File: src/rtl/td4_pkg.sv
// td4_pkg: shared opcode, mux-select and FSM state encodings for the TD4 sequencer
package td4_pkg;
  localparam logic [3:0] OP_ADD_A  = 4'h0;
  localparam logic [3:0] OP_MOV_AB = 4'h1;
  localparam logic [3:0] OP_IN_A   = 4'h2;
  localparam logic [3:0] OP_MOV_A  = 4'h3;
  localparam logic [3:0] OP_MOV_BA = 4'h4;
  localparam logic [3:0] OP_ADD_B  = 4'h5;
  localparam logic [3:0] OP_IN_B   = 4'h6;
  localparam logic [3:0] OP_MOV_B  = 4'h7;
  localparam logic [3:0] OP_OUT_B  = 4'h9;
  localparam logic [3:0] OP_OUT    = 4'hB;
  localparam logic [3:0] OP_JNC    = 4'hE;
  localparam logic [3:0] OP_JMP    = 4'hF;
  localparam logic [1:0] SEL_A    = 2'b00;
  localparam logic [1:0] SEL_B    = 2'b01;
  localparam logic [1:0] SEL_IN   = 2'b10;
  localparam logic [1:0] SEL_ZERO = 2'b11;
  typedef enum logic [1:0] {ST_IDLE = 2'd0, ST_RUN = 2'd1, ST_HALT = 2'd2} state_t;
endpackage

File: src/rtl/td4_prescaler.sv
// td4_prescaler: counts 0..PRESCALE-1 while enabled, tick on the terminal count
module td4_prescaler #(
  parameter logic [15:0] PRESCALE = 16'd10
) (
  input  logic clk,
  input  logic rst_n,
  input  logic clr,
  output logic tick
);
  logic [15:0] cnt;
  assign tick = !clr && cnt == PRESCALE - 16'd1;
  always_ff @(posedge clk or negedge rst_n)
    if (!rst_n) cnt <= '0;
    else cnt <= (clr || tick) ? '0 : cnt + 16'd1;
endmodule

File: src/rtl/td4_sequencer.sv
// td4_sequencer: TD4 program counter, carry flag, instruction decode and run/step/halt pacing
module td4_sequencer
  import td4_pkg::*;
#(
  parameter logic [15:0] PRESCALE = 16'd10
) (
  input  logic       clk,
  input  logic       rst_n,
  input  logic       run,
  input  logic       step,
  input  logic [7:0] instr,
  input  logic       carry_in,
  output logic [3:0] address,
  output logic [1:0] sel,
  output logic [3:0] imm,
  output logic       load_a,
  output logic       load_b,
  output logic       load_out,
  output logic       exec,
  output logic       cflag,
  output logic       halted
);
  state_t state, state_nx;
  logic [3:0] op;
  logic [2:0] ld;
  logic tick, taken, halt_c;
  assign op = instr[7:4];
  assign imm = instr[3:0];
  td4_prescaler #(.PRESCALE(PRESCALE)) u_pre (
    .clk  (clk),
    .rst_n(rst_n),
    .clr  (state != ST_RUN),
    .tick (tick)
  );
  // run beats step when both are asserted in IDLE
  assign exec = (state == ST_IDLE && step && !run) || (state == ST_RUN && tick);
  assign taken = op == OP_JMP || (op == OP_JNC && !cflag);
  assign halt_c = exec && taken && imm == address;
  assign halted = state == ST_HALT;
  assign {load_a, load_b, load_out} = exec ? ld : 3'b000;
  always_comb begin
    sel = SEL_ZERO;
    ld = 3'b000;
    case (op)
      OP_ADD_A:  begin sel = SEL_A;    ld = 3'b100; end
      OP_MOV_AB: begin sel = SEL_B;    ld = 3'b100; end
      OP_IN_A:   begin sel = SEL_IN;   ld = 3'b100; end
      OP_MOV_A:  begin sel = SEL_ZERO; ld = 3'b100; end
      OP_MOV_BA: begin sel = SEL_A;    ld = 3'b010; end
      OP_ADD_B:  begin sel = SEL_B;    ld = 3'b010; end
      OP_IN_B:   begin sel = SEL_IN;   ld = 3'b010; end
      OP_MOV_B:  begin sel = SEL_ZERO; ld = 3'b010; end
      OP_OUT_B:  begin sel = SEL_B;    ld = 3'b001; end
      OP_OUT:    begin sel = SEL_ZERO; ld = 3'b001; end
      default:   begin sel = SEL_ZERO; ld = 3'b000; end
    endcase
  end
  always_comb begin
    state_nx = state;
    case (state)
      ST_IDLE: state_nx = halt_c ? ST_HALT : run ? ST_RUN : ST_IDLE;
      ST_RUN:  state_nx = halt_c ? ST_HALT : run ? ST_RUN : ST_IDLE;
      default: state_nx = ST_HALT;
    endcase
  end
  always_ff @(posedge clk or negedge rst_n)
    if (!rst_n) begin
      state <= ST_IDLE;
      address <= '0;
      cflag <= 1'b0;
    end else begin
      state <= state_nx;
      if (exec) begin
        cflag <= carry_in;
        address <= taken ? imm : address + 4'd1;
      end
    end
endmodule

File: config.mk
export PLATFORM = sky130hd
export DESIGN_NAME = td4_sequencer
export DESIGN_NICKNAME = d
export VERILOG_FILES = /design/src/rtl/td4_pkg.sv /design/src/rtl/td4_prescaler.sv /design/src/rtl/td4_sequencer.sv
export SDC_FILE = /design/constraint.sdc
export NUM_CORES = 1
export LEC_CHECK = 0
export BUFFER_PORTS_ARGS = -buffer_cell sky130_fd_sc_hd__buf_2
export CAP_MARGIN = 20
export CORE_MARGIN = 2
export CORE_UTILIZATION = 53
export CTS_CLUSTER_DIAMETER = 120
export DETAILED_ROUTE_END_ITERATION = 16
export GPL_TIMING_DRIVEN = 0
export PLACE_DENSITY = 0.8
export SLEW_MARGIN = 15
export SYNTH_ARGS = -nofsm -noshare
export SYNTH_HDL_FRONTEND = slang
export SYNTH_SLANG_ARGS = --single-unit
File: constraint.sdc
create_clock -name clk -period 1.75 [get_ports clk]
set_input_delay 0.2625 -clock clk [delete_from_list [all_inputs] [get_ports clk]]
set_output_delay 0.2625 -clock clk [all_outputs]
set_load 0.02 [all_outputs]
==> metrics.txt, run 1 <==
status complete, but fails checks; violations in the final reports setup timing; number of enable flip-flop cells after synthesis 0; slowest CP cell dfrtp_1; Crit Path Max Fanout 5; CTS tree built; initial antenna violation count 0; final worst path period need 2.148 ns; die area 0.002868 mm2; total global-route track usage 19.83%; Avg WL per Cell 12.90 um; register area share after synthesis 44.23%; main flop type after synthesis dfrtp_1; worst min-delay path category input port to flop; Nets 189; Core Footprint 0.002276 mm2; async set-reset flop share out of synthesis 100.0%; final hold vios 0; CTS root buf clkbuf_4; DR DRC count 0; fmax 465.6 MHz; grt ovf 0; Mapped Avg Cell Area 9.858 um2; Net Count, Synth 148; PwrDens 917.1 mW/mm2; count leader, synth dfrtp_1; layout cells sized above 1 33.14%; CTS clock-pin slew for the worst setup and hold paths 0.14 ns; vias 1079; CP Data Arrival Time 1.89 ns; Setup violations, final 5; IO Pins 29; clock latency on the worst-skew pair 0.31 ns; Worst VDD drop 0.8215 mV; # H-tree levels 1; Max-Cap Viols 0; top cells by area, synth dfrtp_1 44%, xor2_1 6.7%, nor2_1 5.5%; Tot Pwr 1.478 mW; leak pwr 0.7812 nW; relative max-transition margin 62.20%; fin. max-slew vios 0; Worst Path Required 1.49 ns; kind of critical path flop to primary output; number of CTS-inserted buffers 3; worst reg2reg startpoint u_pre.cnt[1]; worst-case reg-to-reg path depth 10; Routed WL 2.580 mm; Worst-Margin Slew 0.5669 ns; worst path cell trace inv_1, ha_1, nor4b_4, nand4_1, o21a_1, buf_6, nor3b_2, buf_4; first-pass GRT wire length 4.181 mm; hold endpoint cflag; Synth area leader dfrtp_1; largest net degree at the start of global routing 24; final period utilization 122.7%; number of port buffers 28; Distinct cells, synth 35; vias in the first global route 996; detailed placer's ending HPWL 1.847 mm; unrepaired setup endpoints after global routing yes; vias per inst 5.395; Yosys top cell area share 44.23%; final hold slack 0.1596 ns; Iteration-0 DRC Markers 13; # diodes 0; startpoint types flop; final worst slack -0.3975 ns; iteration count of the initial detailed-routing pass 4; Ys Warns 0; initial core utilization 57.17%; CP endpoint kind primary output; Final Wtd Congestion 0.7643; synthesized area 0.001301 mm2; die height 53.55 um; worst reg2reg endpoint address[0]; Area Overhead vs Synth 23.85%; reg-to-reg slack, setup 0 ns; hold wc startpoint carry_in; Syn Inst Count 132; hold depth 3; skew final 0.007833 ns; Yosys reg bits 23; CTS Buffer Depth 2; commonest cells in the netlist 23 x dfrtp_1, 19 x nor2_1, 10 x xor2_1; Die W 53.55 um; CTS Sinks 23; Row Count 17; DRT antenna net count 0; delay of the slowest critical-path stage 0.40 ns
how the worst max path moves through the flow:
stage / from / cells after the start / end
after floorplan: u_pre.cnt[1] / 7 / load_out
after global placement: u_pre.cnt[1] / 8 / load_out
after detailed placement: u_pre.cnt[1] / 8 / load_out
after CTS: u_pre.cnt[1] / 8 / load_out
after global routing: u_pre.cnt[1] / 8 / load_out
final: u_pre.cnt[1] / 8 / load_out
layout make-up:
type                    instances  area, um2
repair buffers                 36      216.5
well taps                      28      35.03
clock inverters                 1      5.005
fillers                       171      664.4
inverters                       4      20.02
multi-input cells              98      683.2
plain buffers                   7      53.80
clock buffers                   3      22.52
flip-flops and latches         23      575.6
what timing repair did:
item / in CTS / in global routing
endpoints found under the setup margin: 12 / 19
setup buffers: 3 / 4
hold buffers: 1 / 0
pin swaps: 3 / 2
gates resized for setup: 8 / 2
cloned: 0 / 0
endpoints found under the hold margin: 23 / 0
cells in the final DEF (no fill, tap or decap), drive strengths merged, types with 5 or more instances in the layout:
cell type / instances
dfrtp: 23
nand3: 7
nand4: 5
o21ai: 5
xor2: 10
buf: 41
nor2: 19
nor3: 5
nand2: 7
xnor2: 8
per-stage QoR:
step	util, %	std cells	setup WS [ns]	instance area (um2)	setup TNS (ns)
after floorplan	-	132	-0.04346	1316	-0.06703
after global placement	65.53	188	-0.1601	1491	-0.4362
after detailed placement	65.53	188	-0.1914	1491	-0.5318
after CTS	69.38	196	-0.4404	1579	-1.651
after global routing	70.81	200	-0.5013	1612	-2.125
final	70.81	200	-0.3975	1612	-1.500
power breakdown:
part	switching, mW	leakage (nW)	internal, mW
clock	0.166	0.0177	0.0853
combinational	0.283	0.458	0.246
sequential	0.0940	0.306	0.604
total	0.543	0.781	0.935
critical path, delay by kind of cell, from the launching register on:
| family | cells | cell delay (ns) |
|---|---|---|
| buffers and inverters | 3 | 0.35 |
| AOI/OAI and AO/OA | 1 | 0.21 |
| and+or+nand+nor | 3 | 0.47 |
| DFF | 1 | 0.40 |
| adders and majority gates | 1 | 0.14 |
state kept, by name (all words and copies together) (netlist names):
signal / flops
u_pre.cnt: 16
address: 4
state: 2
cflag: 1
logic make-up (layout without fill, tap and decap cells):
kind of cell    after synthesis  after routing  share of synthesized area, %
compound gates               10             10                         5.000
xor+xnor                     18             18                         12.12
fa+ha+maj                     3              3                         2.885
buf+inv                      11             51                         5.481
flops                        23             23                         44.23
mux                           2              2                         1.539
simple gates                 65             65                         28.75
metal layers:
layer | GRT usage [%] | vias to the layer above | wire length (um)
met5 | 0 | - | 0
met4 | 5.128 | 0 | 8
met3 | 3.333 | 2 | 156
met2 | 36.01 | 42 | 1288
met1 | 24.24 | 511 | 1127
li1 | - | 524 | -
(Power assumes the default switching activity.)
==> run 2: changes to the inputs <==
CORE_UTILIZATION = 45   (was 53)
PLACE_DENSITY = 0.7   (was 0.8)
RECOVER_POWER = 50   (was unset)
==> metrics.txt, run 2 (synthesized netlist as in run 1, its figures left out) <==
leak pwr 0.7952 nW (+1.8%); Max-Cap Viols 0 (unchanged); CTS tree built; Die W 57.78 um (+7.9%); total global-route track usage 17.46% (-2.4 points); total net switching power 572.6 uW (+5.5%); CTS root buf clkbuf_4; final period utilization 126.9% (+4.2 points); Crit Path Max Fanout 4 (-1); startpoint types flop; Nets 188 (-0.53%); reg-to-reg slack, setup -0.25 ns (-0.25 ns); # H-tree levels 1 (unchanged); number of CTS-inserted buffers 3 (unchanged); hold wc startpoint carry_in; skew final 0.008793 ns (+0.0009607 ns); Cell Count, Final, Fillers Out 202 (+1.0%); CP Data Arrival Time 1.96 ns (+0.07 ns); post-place setup slack -0.2009 ns (-0.009479 ns); Avg WL per Cell 14.15 um (+9.7%); Inst Count DP 191 (+1.6%); hold endpoint cflag; first-pass GRT wire length 4.491 mm (+7.4%); worst reg2reg endpoint state[1]; Tot Pwr 1.541 mW (+4.3%); violations in the final reports setup timing; Row Count 19 (+2); final hold slack 0.1678 ns (+0.008187 ns); Worst-Margin Slew 0.6159 ns (+0.04894 ns); top flop regs u_pre.cnt (16), address (4), state (2); CP endpoint kind primary output; unrepaired setup endpoints after global routing yes; CTS Buffer Depth 2 (unchanged); iteration count of the initial detailed-routing pass 4 (unchanged); Final Wtd Congestion 0.7824 (+2.4%); Biggest register u_pre.cnt; max reg flops 16 (unchanged); Total Neg Setup Slack -2.899 ns (-1.399 ns); worst reg2reg startpoint u_pre.cnt[1]; sequential share of power 45.9% (-1.3 points); Clk pwr share 16.3% (-0.7 points); Pint 968.7 uW (+3.5%); switching part of the total 37.15% (+0.44 points); vias 1054 (-2.3%); vias in the first global route 1036 (+4.0%); largest net degree at the start of global routing 24 (unchanged); number of port buffers 28 (unchanged); commonest cells after routing, fill and taps aside 22 x dfrtp_1, 20 x buf_2, 18 x nor2_1, 10 x xor2_1, 9 x buf_4; most common cell after layout, fill and taps aside dfrtp_1; Routed WL 2.858 mm (+11%); Iteration-0 DRC Markers 20 (+7); status complete, but fails checks; Final Util 61.98% (-8.8 points); Setup violations, final 11 (+6); layout cells sized above 1 37.43% (+4.3 points); PwrDens 901.8 mW/mm2 (-1.7%); CTS Sinks 23 (unchanged); initial core utilization 47.19% (-10 points); final hold vios 0 (unchanged); die area 0.003338 mm2 (+16%); final worst path period need 2.221 ns (+0.07382 ns); IO Pins 29 (unchanged); Core Footprint 0.002758 mm2 (+21%); die height 57.78 um (+7.9%); Worst VDD drop 0.7411 mV (-9.8%); Worst Path Required 1.49 ns (about the same); grt ovf 0 (unchanged); total placed instance area 0.001495 mm2 (+0.25%); CTS clock-pin slew for the worst setup and hold paths 0.13 ns (about the same); fin. max-slew vios 0 (unchanged); Comb power frac 37.8% (+2.0 points); clock latency on the worst-skew pair 0.31 ns (about the same); final worst slack -0.4714 ns (-0.07382 ns); Area Overhead vs Synth 31.35%; worst min-delay path category input port to flop; DRT antenna net count 0 (unchanged); # diodes 0 (unchanged); fmax 450.2 MHz (-3.3%); Final Cell Area 0.001709 mm2 (+6.1%); DR DRC count 0 (unchanged); kind of critical path flop to primary output; detailed placer's ending HPWL 1.818 mm (-1.6%); worst-case reg-to-reg path depth 11 (+1); vias per inst 5.218 (-3.3%); hold depth 3 (unchanged); relative max-transition margin 58.94% (-3.3 points); initial antenna violation count 0 (unchanged)
run 2: power groups by stage:
stage / Sequential [mW] / Combinational, mW / Clock (mW)
2_1_floorplan: 0.760 / 0.267 / 0
3_3_place_gp: 0.710 / 0.456 / 0
3_5_place_dp: 0.715 / 0.470 / 0
4_1_cts: 0.697 / 0.549 / 0.252
5_1_grt: 0.717 / 0.636 / 0.262
6_report: 0.707 / 0.583 / 0.251
run 2: what timing repair did:
action / CTS / global route
endpoints found under the setup margin: 15 / 21
gates cloned: 0 / 0
hold buffers: 1 / 0
pin swaps: 5 / 3
setup buffers: 6 / 1
resized for setup: 19 / 18
endpoints found under the hold margin: 23 / 0
run 2: area by class of cell:
class | count | area (um2)
plain buffers | 7 | 60.06
clock buffers | 4 | 26.28
fillers | 235 | 1049
inverters | 4 | 27.53
multi-input cells | 98 | 739.5
flip-flops and latches | 23 | 576.8
well taps | 31 | 38.79
repair buffers | 35 | 240.2
run 2: per-layer routing:
layer / share of wire, % / track usage (%)
met3: 3.1 / 2.232
met1: 46 / 23.39
met2: 50 / 28.41
met5: 0 / 0
met4: 0.94 / 7.641
run 2: critical path, cell delays in order, from the launching register on:
cell     delay [ns]
dfrtp_1        0.40
inv_1          0.06
ha_2           0.17
nor4b_4        0.18
nand4_1        0.17
o21a_1         0.21
buf_6          0.14
nor3b_2        0.16
buf_4          0.16
run 2: how the worst max path moves through the flow:
stage	slack (ns)	start	end	depth (start not counted)
after global placement	-0.18	u_pre.cnt[1]	load_out	8
after CTS	-0.45	u_pre.cnt[1]	load_out	8
after floorplan	-0.04	u_pre.cnt[1]	load_out	7
after global routing	-0.58	u_pre.cnt[1]	load_out	8
after detailed placement	-0.20	u_pre.cnt[1]	load_out	8
final	-0.47	u_pre.cnt[1]	load_out	8
